**src/rtl/lsu_pkg.sv**
```systemverilog
// Shared LSU definitions: width constants, memory-op encoding and the
// memory-access stage FSM states.
package lsu_pkg;

    localparam int DATA_WIDTH     = 32;
    localparam int LSU_OP_WIDTH   = 4;
    localparam int REG_ADDR_WIDTH = 5;

    typedef enum logic [LSU_OP_WIDTH-1:0] {
        LSU_NONE = 4'd0,
        LSU_LB   = 4'd1,
        LSU_LH   = 4'd2,
        LSU_LW   = 4'd3,
        LSU_LBU  = 4'd4,
        LSU_LHU  = 4'd5,
        LSU_SB   = 4'd6,
        LSU_SH   = 4'd7,
        LSU_SW   = 4'd8
    } lsu_op_e;

    typedef enum logic [2:0] {
        S_IDLE,
        S_REQ,
        S_WAIT,
        S_DRAIN,
        S_DONE
    } mem_state_e;

    function automatic logic is_load(input lsu_op_e op);
        return (op == LSU_LB) || (op == LSU_LH) || (op == LSU_LW) ||
               (op == LSU_LBU) || (op == LSU_LHU);
    endfunction

    function automatic logic is_store(input lsu_op_e op);
        return (op == LSU_SB) || (op == LSU_SH) || (op == LSU_SW);
    endfunction

endpackage

```
**src/rtl/load_align.sv**
```systemverilog
// Load-data lane select and sign/zero extension, driven by the op and the
// low address bits of the access.
module load_align
    import lsu_pkg::*;
(
    input  lsu_op_e                op,
    input  logic [1:0]             offset,
    input  logic [DATA_WIDTH-1:0]  rdata,
    output logic [DATA_WIDTH-1:0]  rw_data
);

    logic [7:0]  byte_v;
    logic [15:0] half_v;

    always_comb begin
        byte_v  = rdata[{offset, 3'b000} +: 8];
        half_v  = offset[1] ? rdata[31:16] : rdata[15:0];
        rw_data = rdata;
        case (op)
            LSU_LB:  rw_data = {{24{byte_v[7]}}, byte_v};
            LSU_LBU: rw_data = {24'd0, byte_v};
            LSU_LH:  rw_data = {{16{half_v[15]}}, half_v};
            LSU_LHU: rw_data = {16'd0, half_v};
            default: rw_data = rdata;
        endcase
    end

endmodule

```
**src/rtl/mem_access_stage.sv**
```systemverilog
// Memory-access pipeline stage: single-outstanding req/gnt/resp data bus,
// load extension, store lane steering; ALE detection under MEM_STAGE_ALE_CHECK_EN.
module mem_access_stage
    import lsu_pkg::*;
(
    input  logic                      clk,
    input  logic                      rst,
    input  logic                      flush,
    input  logic                      in_valid,
    output logic                      in_ready,
    input  logic [DATA_WIDTH-1:0]     in_pc,
    input  logic [LSU_OP_WIDTH-1:0]   in_lsu_op,
    input  logic [DATA_WIDTH-1:0]     in_ex_result,
    input  logic [DATA_WIDTH-1:0]     in_lsu_data,
    input  logic                      in_rw_en,
    input  logic [REG_ADDR_WIDTH-1:0] in_rw_addr,
    output logic                      dreq,
    output logic                      dwe,
    output logic [DATA_WIDTH-1:0]     daddr,
    output logic [3:0]                dwstrb,
    output logic [DATA_WIDTH-1:0]     dwdata,
    input  logic                      dgnt,
    input  logic                      drvalid,
    input  logic [DATA_WIDTH-1:0]     drdata,
    output logic                      out_valid,
    input  logic                      out_ready,
    output logic [DATA_WIDTH-1:0]     out_pc,
    output logic                      out_rw_en,
    output logic [REG_ADDR_WIDTH-1:0] out_rw_addr,
    output logic [DATA_WIDTH-1:0]     out_rw_data,
    output logic                      out_ale,
    output logic [DATA_WIDTH-1:0]     out_badv
);

    mem_state_e            state;
    lsu_op_e               op_in;
    lsu_op_e               op_q;
    logic [1:0]            off_q;
    logic                  accept;
    logic                  in_mem;
    logic                  in_store;
    logic                  in_ale;
    logic [3:0]            strb_in;
    logic [DATA_WIDTH-1:0] wdata_in;
    logic [DATA_WIDTH-1:0] load_data;

    always_comb begin
        op_in    = lsu_op_e'(in_lsu_op);
        in_store = is_store(op_in);
        in_mem   = is_load(op_in) | in_store;
        in_ale   = 1'b0;
`ifdef MEM_STAGE_ALE_CHECK_EN
        case (op_in)
            LSU_LH, LSU_LHU, LSU_SH: in_ale = in_ex_result[0];
            LSU_LW, LSU_SW:          in_ale = |in_ex_result[1:0];
            default:                 in_ale = 1'b0;
        endcase
`endif
        strb_in  = '0;
        wdata_in = '0;
        case (op_in)
            LSU_SB: begin
                strb_in  = 4'b0001 << in_ex_result[1:0];
                wdata_in = {4{in_lsu_data[7:0]}};
            end
            LSU_SH: begin
                strb_in  = 4'b0011 << in_ex_result[1:0];
                wdata_in = {2{in_lsu_data[15:0]}};
            end
            LSU_SW: begin
                strb_in  = 4'b1111;
                wdata_in = in_lsu_data;
            end
            default: ;
        endcase
    end

    assign in_ready = (state == S_IDLE) | ((state == S_DONE) & out_ready);
    assign accept   = in_valid & in_ready & ~flush;

    load_align u_load_align (
        .op      (op_q),
        .offset  (off_q),
        .rdata   (drdata),
        .rw_data (load_data)
    );

    // Acceptance is handled ahead of the per-state cases; it can only fire
    // from IDLE or from DONE with out_ready, so both paths share one launch.
    always_ff @(posedge clk or posedge rst) begin
        if (rst) begin
            state       <= S_IDLE;
            op_q        <= LSU_NONE;
            off_q       <= '0;
            dreq        <= 1'b0;
            dwe         <= 1'b0;
            daddr       <= '0;
            dwstrb      <= '0;
            dwdata      <= '0;
            out_valid   <= 1'b0;
            out_pc      <= '0;
            out_rw_en   <= 1'b0;
            out_rw_addr <= '0;
            out_rw_data <= '0;
            out_ale     <= 1'b0;
            out_badv    <= '0;
        end else if (accept) begin
            op_q        <= op_in;
            off_q       <= in_ex_result[1:0];
            out_pc      <= in_pc;
            out_rw_addr <= in_rw_addr;
            out_rw_data <= in_ex_result;
            out_rw_en   <= in_rw_en & ~in_store & ~in_ale;
            out_ale     <= in_ale;
            out_badv    <= in_ale ? in_ex_result : '0;
            if (in_mem && !in_ale) begin
                state     <= S_REQ;
                dreq      <= 1'b1;
                dwe       <= in_store;
                daddr     <= {in_ex_result[31:2], 2'b00};
                dwstrb    <= strb_in;
                dwdata    <= wdata_in;
                out_valid <= 1'b0;
            end else begin
                state     <= S_DONE;
                out_valid <= 1'b1;
            end
        end else begin
            case (state)
                S_IDLE: ;
                S_REQ: begin
                    if (dgnt) begin
                        dreq  <= 1'b0;
                        state <= flush ? S_DRAIN : S_WAIT;
                    end else if (flush) begin
                        dreq  <= 1'b0;
                        state <= S_IDLE;
                    end
                end
                S_WAIT: begin
                    if (drvalid) begin
                        if (flush) begin
                            state <= S_IDLE;
                        end else begin
                            state     <= S_DONE;
                            out_valid <= 1'b1;
                            if (is_load(op_q)) out_rw_data <= load_data;
                        end
                    end else if (flush) begin
                        state <= S_DRAIN;
                    end
                end
                S_DRAIN: if (drvalid) state <= S_IDLE;
                S_DONE: begin
                    if (flush || out_ready) begin
                        state     <= S_IDLE;
                        out_valid <= 1'b0;
                    end
                end
                default: state <= S_IDLE;
            endcase
        end
    end

endmodule

```
**config.mk**
```make
export PLATFORM = sky130hd
export DESIGN_NAME = mem_access_stage
export DESIGN_NICKNAME = d
export VERILOG_FILES = /design/src/rtl/lsu_pkg.sv /design/src/rtl/load_align.sv /design/src/rtl/mem_access_stage.sv
export SDC_FILE = /design/constraint.sdc
export NUM_CORES = 1
export LEC_CHECK = 0
export CAP_MARGIN = 25
export CORE_ASPECT_RATIO = 0.75
export CORE_MARGIN = 2
export CORE_UTILIZATION = 40
export DETAILED_ROUTE_END_ITERATION = 10
export PLACE_DENSITY = 0.83
export SYNTH_ARGS = -nofsm -noshare
export SYNTH_HDL_FRONTEND = slang
export SYNTH_SLANG_ARGS = --single-unit
```
**constraint.sdc**
```tcl
create_clock -name clk -period 5.25 [get_ports clk]
set_input_delay 0.7875 -clock clk [delete_from_list [all_inputs] [get_ports clk]]
set_output_delay 0.7875 -clock clk [all_outputs]
set_load 0.02 [all_outputs]
```
# After elaboration in Yosys (flattened, before gate mapping)
# Index checks and enable logic that the tools add are counted.
dict set report op_classes {
  eq_ne 26
  n_shift 3
  mux 31
  bitwise 8
  n_reduce_logical 23
}
# operator n
set ops {}
lappend ops {{32-bit two-way mux} 5}
lappend ops {{32-bit one-hot mux with 4 select lines} 1}
lappend ops {{32-bit one-hot mux with 3 select lines} 1}
lappend ops {{32-bit by 6-bit indexed part select with 8-bit output} 1}
lappend ops {{3-bit two-way mux} 9}
lappend ops {{4-bit by 3-bit == test with 1-bit output (second input constant)} 6}
lappend ops {{4-bit by 2-bit == test with 1-bit output (second input constant)} 4}
lappend ops {{16-bit two-way mux} 1}
lappend ops {{3-bit one-hot mux with 5 select lines} 1}
lappend ops {{4-bit one-hot mux with 3 select lines} 1}
lappend ops {{1-bit logical OR} 11}
lappend ops {{1-bit two-way mux} 11}
lappend ops {{3-bit != test (second input constant)} 3}
lappend ops {{4-bit by 1-bit == test with 1-bit output (second input constant)} 2}
lappend ops {{4-bit != test (second input constant)} 2}
lappend ops {{4-bit AND reduction} 2}
lappend ops {{2-bit nonzero test} 4}
lappend ops {{3-bit by 2-bit == test with 1-bit output (second input constant)} 2}
lappend ops {{3-bit nonzero test} 2}
lappend ops {{5-bit AND reduction} 1}
lappend ops {{1-bit bitwise AND} 4}
lappend ops {{4-bit == test (second input constant)} 1}
lappend ops {{2-bit by 1-bit != test with 1-bit output (second input constant)} 2}
lappend ops {{1-bit by 2-bit left shift with 4-bit output (first input constant)} 1}
lappend ops {{11 further kinds} 13}
dict set report totals {
  reg_bits 148
  elab_cells 104
}

# Logic depth before layout (Yosys ltp)
dict set report logic_depth {
  word_depth 10
  ltp_mapped 9
}

# Cells and area by module
# A second synthesis with hierarchy kept.
dict set report unflattened {
  cells_unflattened 750
  hier_area_um2 7258.2
}
# mod instances cells_each area_each_um2 seq_area_each_um2
set by_module_without_submodules {}
lappend by_module_without_submodules {mem_access_stage 1 658 6565.0 3703.6}
lappend by_module_without_submodules {load_align 1 92 693.2 0.0}

# Worst setup path before layout
# OpenSTA, ideal clock, no wires.
dict set report synth_timing {
  path_type {input-to-reg}
  startpoint {input in_lsu_op[0]}
  endpoint {register daddr[10]}
  setup_time_ps 125
  arrival_ps 2325
  path_slack_ps 2800
  cell_stages 8
  path_cell_list {clkbuf_1 > or3_1 > buf_2 > xor2_1 > nand2_1 > buf_4 > buf_4 > mux2_2}
}
dict set report synth_between {
  elab_chain_cells 7
}
# element line_no
set synth_rtl {}
lappend synth_rtl {{start: declaration} mem_access_stage.sv:12} ;# input logic [LSU_OP_WIDTH-1:0] in_lsu_op,
lappend synth_rtl {{4-bit by 1-bit == test with 1-bit output or 4-bit by 2-bit == test with 1-bit output (tied branches)} lsu_pkg.sv:30} ;# return (op == LSU_LB) || (op == LSU_LH) || (op == LSU_LW) ||
lappend synth_rtl {{1-bit logical OR (3 in series)} lsu_pkg.sv:30}
lappend synth_rtl {{1-bit logical OR} lsu_pkg.sv:31} ;# (op == LSU_LBU) || (op == LSU_LHU);
lappend synth_rtl {{1-bit bitwise OR *} mem_access_stage.sv:50} ;# in_mem = is_load(op_in) | in_store;
lappend synth_rtl {{2-bit AND reduction (no source line) *} -}
lappend synth_rtl {{end signal: assignment} mem_access_stage.sv:120} ;# daddr <= {in_ex_result[31:2], 2'b00};
lappend synth_rtl {{end: declaration} mem_access_stage.sv:19} ;# output logic [DATA_WIDTH-1:0] daddr,
# Every way passes the cells marked *; elsewhere a longest branch is shown, timed or not.
# A chain may end at the register's enable or synchronous reset.

# Worst setup path in the final report
dict set report layout_timing {
  startpoint {input out_ready}
  endpoint {output in_ready}
}
dict set report layout_between {
  elab_chain_cells 2
}
# element line_no
set layout_rtl {}
lappend layout_rtl {{start: declaration} mem_access_stage.sv:26} ;# input logic out_ready,
lappend layout_rtl {{1-bit bitwise AND} mem_access_stage.sv:78} ;# assign in_ready = (state == S_IDLE) | ((state == S_DONE) & out_ready);
lappend layout_rtl {{1-bit bitwise OR} mem_access_stage.sv:78}
lappend layout_rtl {{end: declaration} mem_access_stage.sv:10} ;# output logic in_ready,
# Every way passes these cells.

==> impl_summary.log <==
[metrics] result of the run: completed
[metrics] Max Freq: 0.307 GHz
[metrics] power after layout: 6290 uW
[metrics] Data required, critical path: 4.46 ns
[metrics] Unique masters post-synth: 62
[metrics] async set-reset flop share out of synthesis: 1.00
[metrics] Avg Vias per Cell: 5.36
[metrics] share of post-route cells with drive strength above 1: 0.113
[metrics] type of the most critical hold path: reg2reg
[metrics] Crit Reg-Reg Endpoint: out_rw_data[25]$_DFFE_PP0P_
[metrics] Inserted Clock Buffers: 17
[metrics] number of antenna violations at the first check in global routing: 0
[metrics] terminating pin of the worst hold path: out_rw_en$_DFFE_PP0P_
[metrics] total area of multi-input combinational cells: 3330 um^2
[metrics] largest clock skew in the final design: 0.0108 ns
[metrics] netlist area before placement: 7420 um^2
[metrics] sequential share of the synthesized area: 0.499
[metrics] clock slew at the register clock pins of the worst setup and hold paths: 0.06 ns
[metrics] type of destination of the critical path: output port
[metrics] post-route clock period utilization: 0.621
[metrics] maximum fanout along the worst path: 11
[metrics] htree depth: 4
[metrics] clock sink count: 148
[metrics] synthesized-area fraction occupied by and/or/nand/nor cells: 0.167
[metrics] post-detailed-routing wire length: 23200 um
[metrics] Reg-to-Reg Start: off_q[1]$_DFFE_PP0P_
[metrics] Register-to-Register Setup Slack: 2.19 ns
[metrics] sequential cell area: 3700 um^2
[metrics] starting utilization of the core area: 0.404
[metrics] Core Box Area: 18300 um^2
[metrics] worst slew pin tran: 1.03 ns
[metrics] maximum root-to-sink buffer count: 2
[metrics] Reg2Reg Depth: 4
[metrics] hold path startpoint: out_rw_en$_DFFE_PP0P_
[metrics] average routed wire per standard cell: 18.6 um
[metrics] total count of hold-check failures in the final report: 0
[metrics] Worst Hold Slack: 0.469 ns
[metrics] fraction of the mapped netlist area in adder cells: 0
[metrics] count of buffers inserted at the top-level ports: 284
[metrics] data arrival time of the worst path: 2.47 ns
[metrics] height of the die: 122 um
[metrics] TritonCTS clock tree: built
[metrics] top post-synthesis cells by count: 159 x nand2_1, 148 x dfrtp_1, 50 x mux2_2
[metrics] detailed-route via count: 6680
[metrics] number of violations of the max-capacitance limit: 0
[metrics] net switching component of the power: 2440 uW
[metrics] die width: 161 um
[metrics] synthesis-to-finish area growth: 46.9%
[metrics] total of endpoints with negative setup slack in the final report: 0
[metrics] Synth Instances: 729
[metrics] Final Critical Period: 3.26 ns
[metrics] Core Rows: 43
[metrics] die area: 19700 um^2
[metrics] total grt overflow: 0
[metrics] kind of launch point of the worst setup path: primary input
[metrics] cell with the most instances after synthesis: nand2_1
[metrics] proportion of power drawn by flip-flops and latches: 0.324
[metrics] XOR/XNOR share of the synthesized area: 0.00354
[metrics] CTS hold repair buffers: 0
[metrics] main flop type after synthesis: dfrtp_1
[metrics] most area-consuming cells after synthesis: dfrtp_1 50%, nand2_1 8.0%, mux2_2 7.6%
[metrics] switching power share of the total: 0.387
[metrics] top-level I/O count: 320
[metrics] internal power: 3850 uW
[metrics] quantity of gates resized following cts: 0
[metrics] Hold Path Cell Cnt: 2
[metrics] total global routing track utilization: 0.236
[metrics] total negative slack: 0 ns
[metrics] Clock Root Buffer: clkbuf_16
[metrics] synthesis warning total: 0
[metrics] maximum number of pins on one net before global-route repair: 76
[metrics] total power per unit cell area: 577 nW/um^2
[metrics] proportion of power drawn by combinational gates: 0.477
[metrics] number of fill cells: 1525
[metrics] worst skew pair latency: 0.42 ns
[metrics] mux share of post-synthesis cell area: 0.104
[metrics] RSZ-0062 raised after global routing: no
[metrics] Antenna Nets Post-Route: 0
[metrics] fraction of the mapped netlist area in compound gates: 0.153
[metrics] wire length of the first global-routing pass: 36000 um
[metrics] number of global-route vias before repair: 6418
[metrics] Post-Synthesis Mean Instance Area: 10.2 um^2
[metrics] DR pass1 iterations: 5
[metrics] number of setup buffers added after CTS: 0
[metrics] Clk pwr share: 0.199
[metrics] remaining max-slew budget at the tightest pin: 0.310
[metrics] cell type contributing the most total cell area after synthesis: dfrtp_1
[metrics] total of flip-flops plus latches after synthesis: 148
[metrics] post-synth top area share: 0.499
[metrics] Peak supply drop: 0.304 mV
[metrics] worst setup path category: in2out
[metrics] combinational family with the most area after synthesis: simple AND/OR/NAND/NOR gates
[metrics] final layout net count: 1133
[metrics] number of enable flip-flop cells after synthesis: 0
[metrics] Pins Over Slew Limit: 0
[metrics] antenna cell count: 0
[metrics] last weighted congestion value of the routability-driven placer: 0.876
[metrics] DRC violation count after routing: 0
[metrics] drt initial violations: 452
[metrics] half-perimeter wire length of the detailed placement result: 16700 um
[metrics] P_leak: 0.00476 uW
-- final cells by class --
type / count / area share
sequential: 148 / 0.340
tap: 247 / 0.0284
multi-input combinational: 524 / 0.306
timing repair buffer: 293 / 0.269
inverter: 4 / 0.00184
clock inverter: 11 / 0.0139
clock buffer: 20 / 0.0419
-- state kept, by name (all words and copies together), names as in the netlist, 2 cells and up --
register / flops
dwstrb: 4
state: 3
off_q: 2
out_pc: 32
op_q: 4
out_rw_addr: 5
out_rw_data: 32
dwdata: 32
daddr: 30
-- cells by family (layout without fill, tap and decap cells) --
| family | after synthesis | after routing |
|---|---|---|
| AND/OR/NAND/NOR | 265 | 265 |
| AO/OA/AOI/OAI | 155 | 155 |
| flip-flops | 148 | 148 |
| buffers and inverters | 91 | 328 |
| multiplexers | 66 | 66 |
| XOR/XNOR | 3 | 3 |
| other | 1 | 35 |
-- routing by layer --
layer / GRT usage / wire, um
met3: 0.0797 / 2250
met4: 0.0686 / 367
met1: 0.317 / 9890
met5: 0 / 0
met2: 0.367 / 10700
-- worst max-delay path, stage by stage --
cell	delay, ns
clkdlybuf4s50_1	0.46
nand2b_1	0.38
and2_1	0.23
clkdlybuf4s50_1	0.61
-- cell usage in the layout, fill, tap and decap left out, types with 3 or more instances in the layout --
cell,Yosys,layout
or3_1,4,4
nand4_1,5,5
a21o_1,8,8
clkdlybuf4s50_1,0,284
a31o_2,6,6
o22a_1,4,4
dfrtp_1,148,148
nor3_1,22,22
clkinv_4,0,3
o22ai_1,4,4
clkbuf_16,0,17
nor2b_1,5,5
a22o_1,16,16
inv_1,4,3
nor2_1,35,35
xor2_1,3,3
a21oi_1,18,18
nand2_1,159,158
nand3_1,4,3
and4_1,3,3
bufinv_16,0,3
a22oi_1,12,12
a31oi_1,9,9
o2bb2ai_1,8,8
mux2i_1,12,12
inv_6,0,3
mux2_2,50,50
mux4_2,4,4
o31ai_1,4,4
buf_4,40,7
a211oi_1,13,13
and3b_1,3,3
a311oi_1,16,16
a221oi_1,4,4
o21ai_0,23,23
nand2b_1,3,3
conb_1,1,35
-- per-stage QoR --
step                cells  setup WS, ns  instance area, um^2   util
global route         1247          1.93                10900  0.594
global placement     1215          1.63                10300  0.560
finish               1247          1.99                10900  0.594
floorplan             763         0.483                 7540      -
detailed placement   1216          1.64                10300  0.561
CTS                  1247          2.00                10900  0.594
-- power groups by stage --
stage / logic (uW) / clock network [uW] / registers [uW]
CTS: 3010 / 1280 / 2030
global placement: 2940 / 0 / 2020
floorplan: 1150 / 0 / 2500
finish: 3000 / 1250 / 2030
detailed placement: 2990 / 0 / 2040
global route: 3200 / 1340 / 2100
-- worst max path at each step --
stage                       from                endpoint  slack [ns]  cells past startpoint
floorplan                    rst   daddr[10]$_DFFE_PP0P_        0.48                      1
global placement    in_lsu_op[0]  dwdata[25]$_DFFE_PP0P_        1.63                      7
detailed placement  in_lsu_op[0]    daddr[6]$_DFFE_PP0P_        1.64                      7
CTS                    out_ready                in_ready        2.00                      4
global route           out_ready                in_ready        1.93                      4
finish                 out_ready                in_ready        1.99                      4
Power figures use the tool's default switching activity.
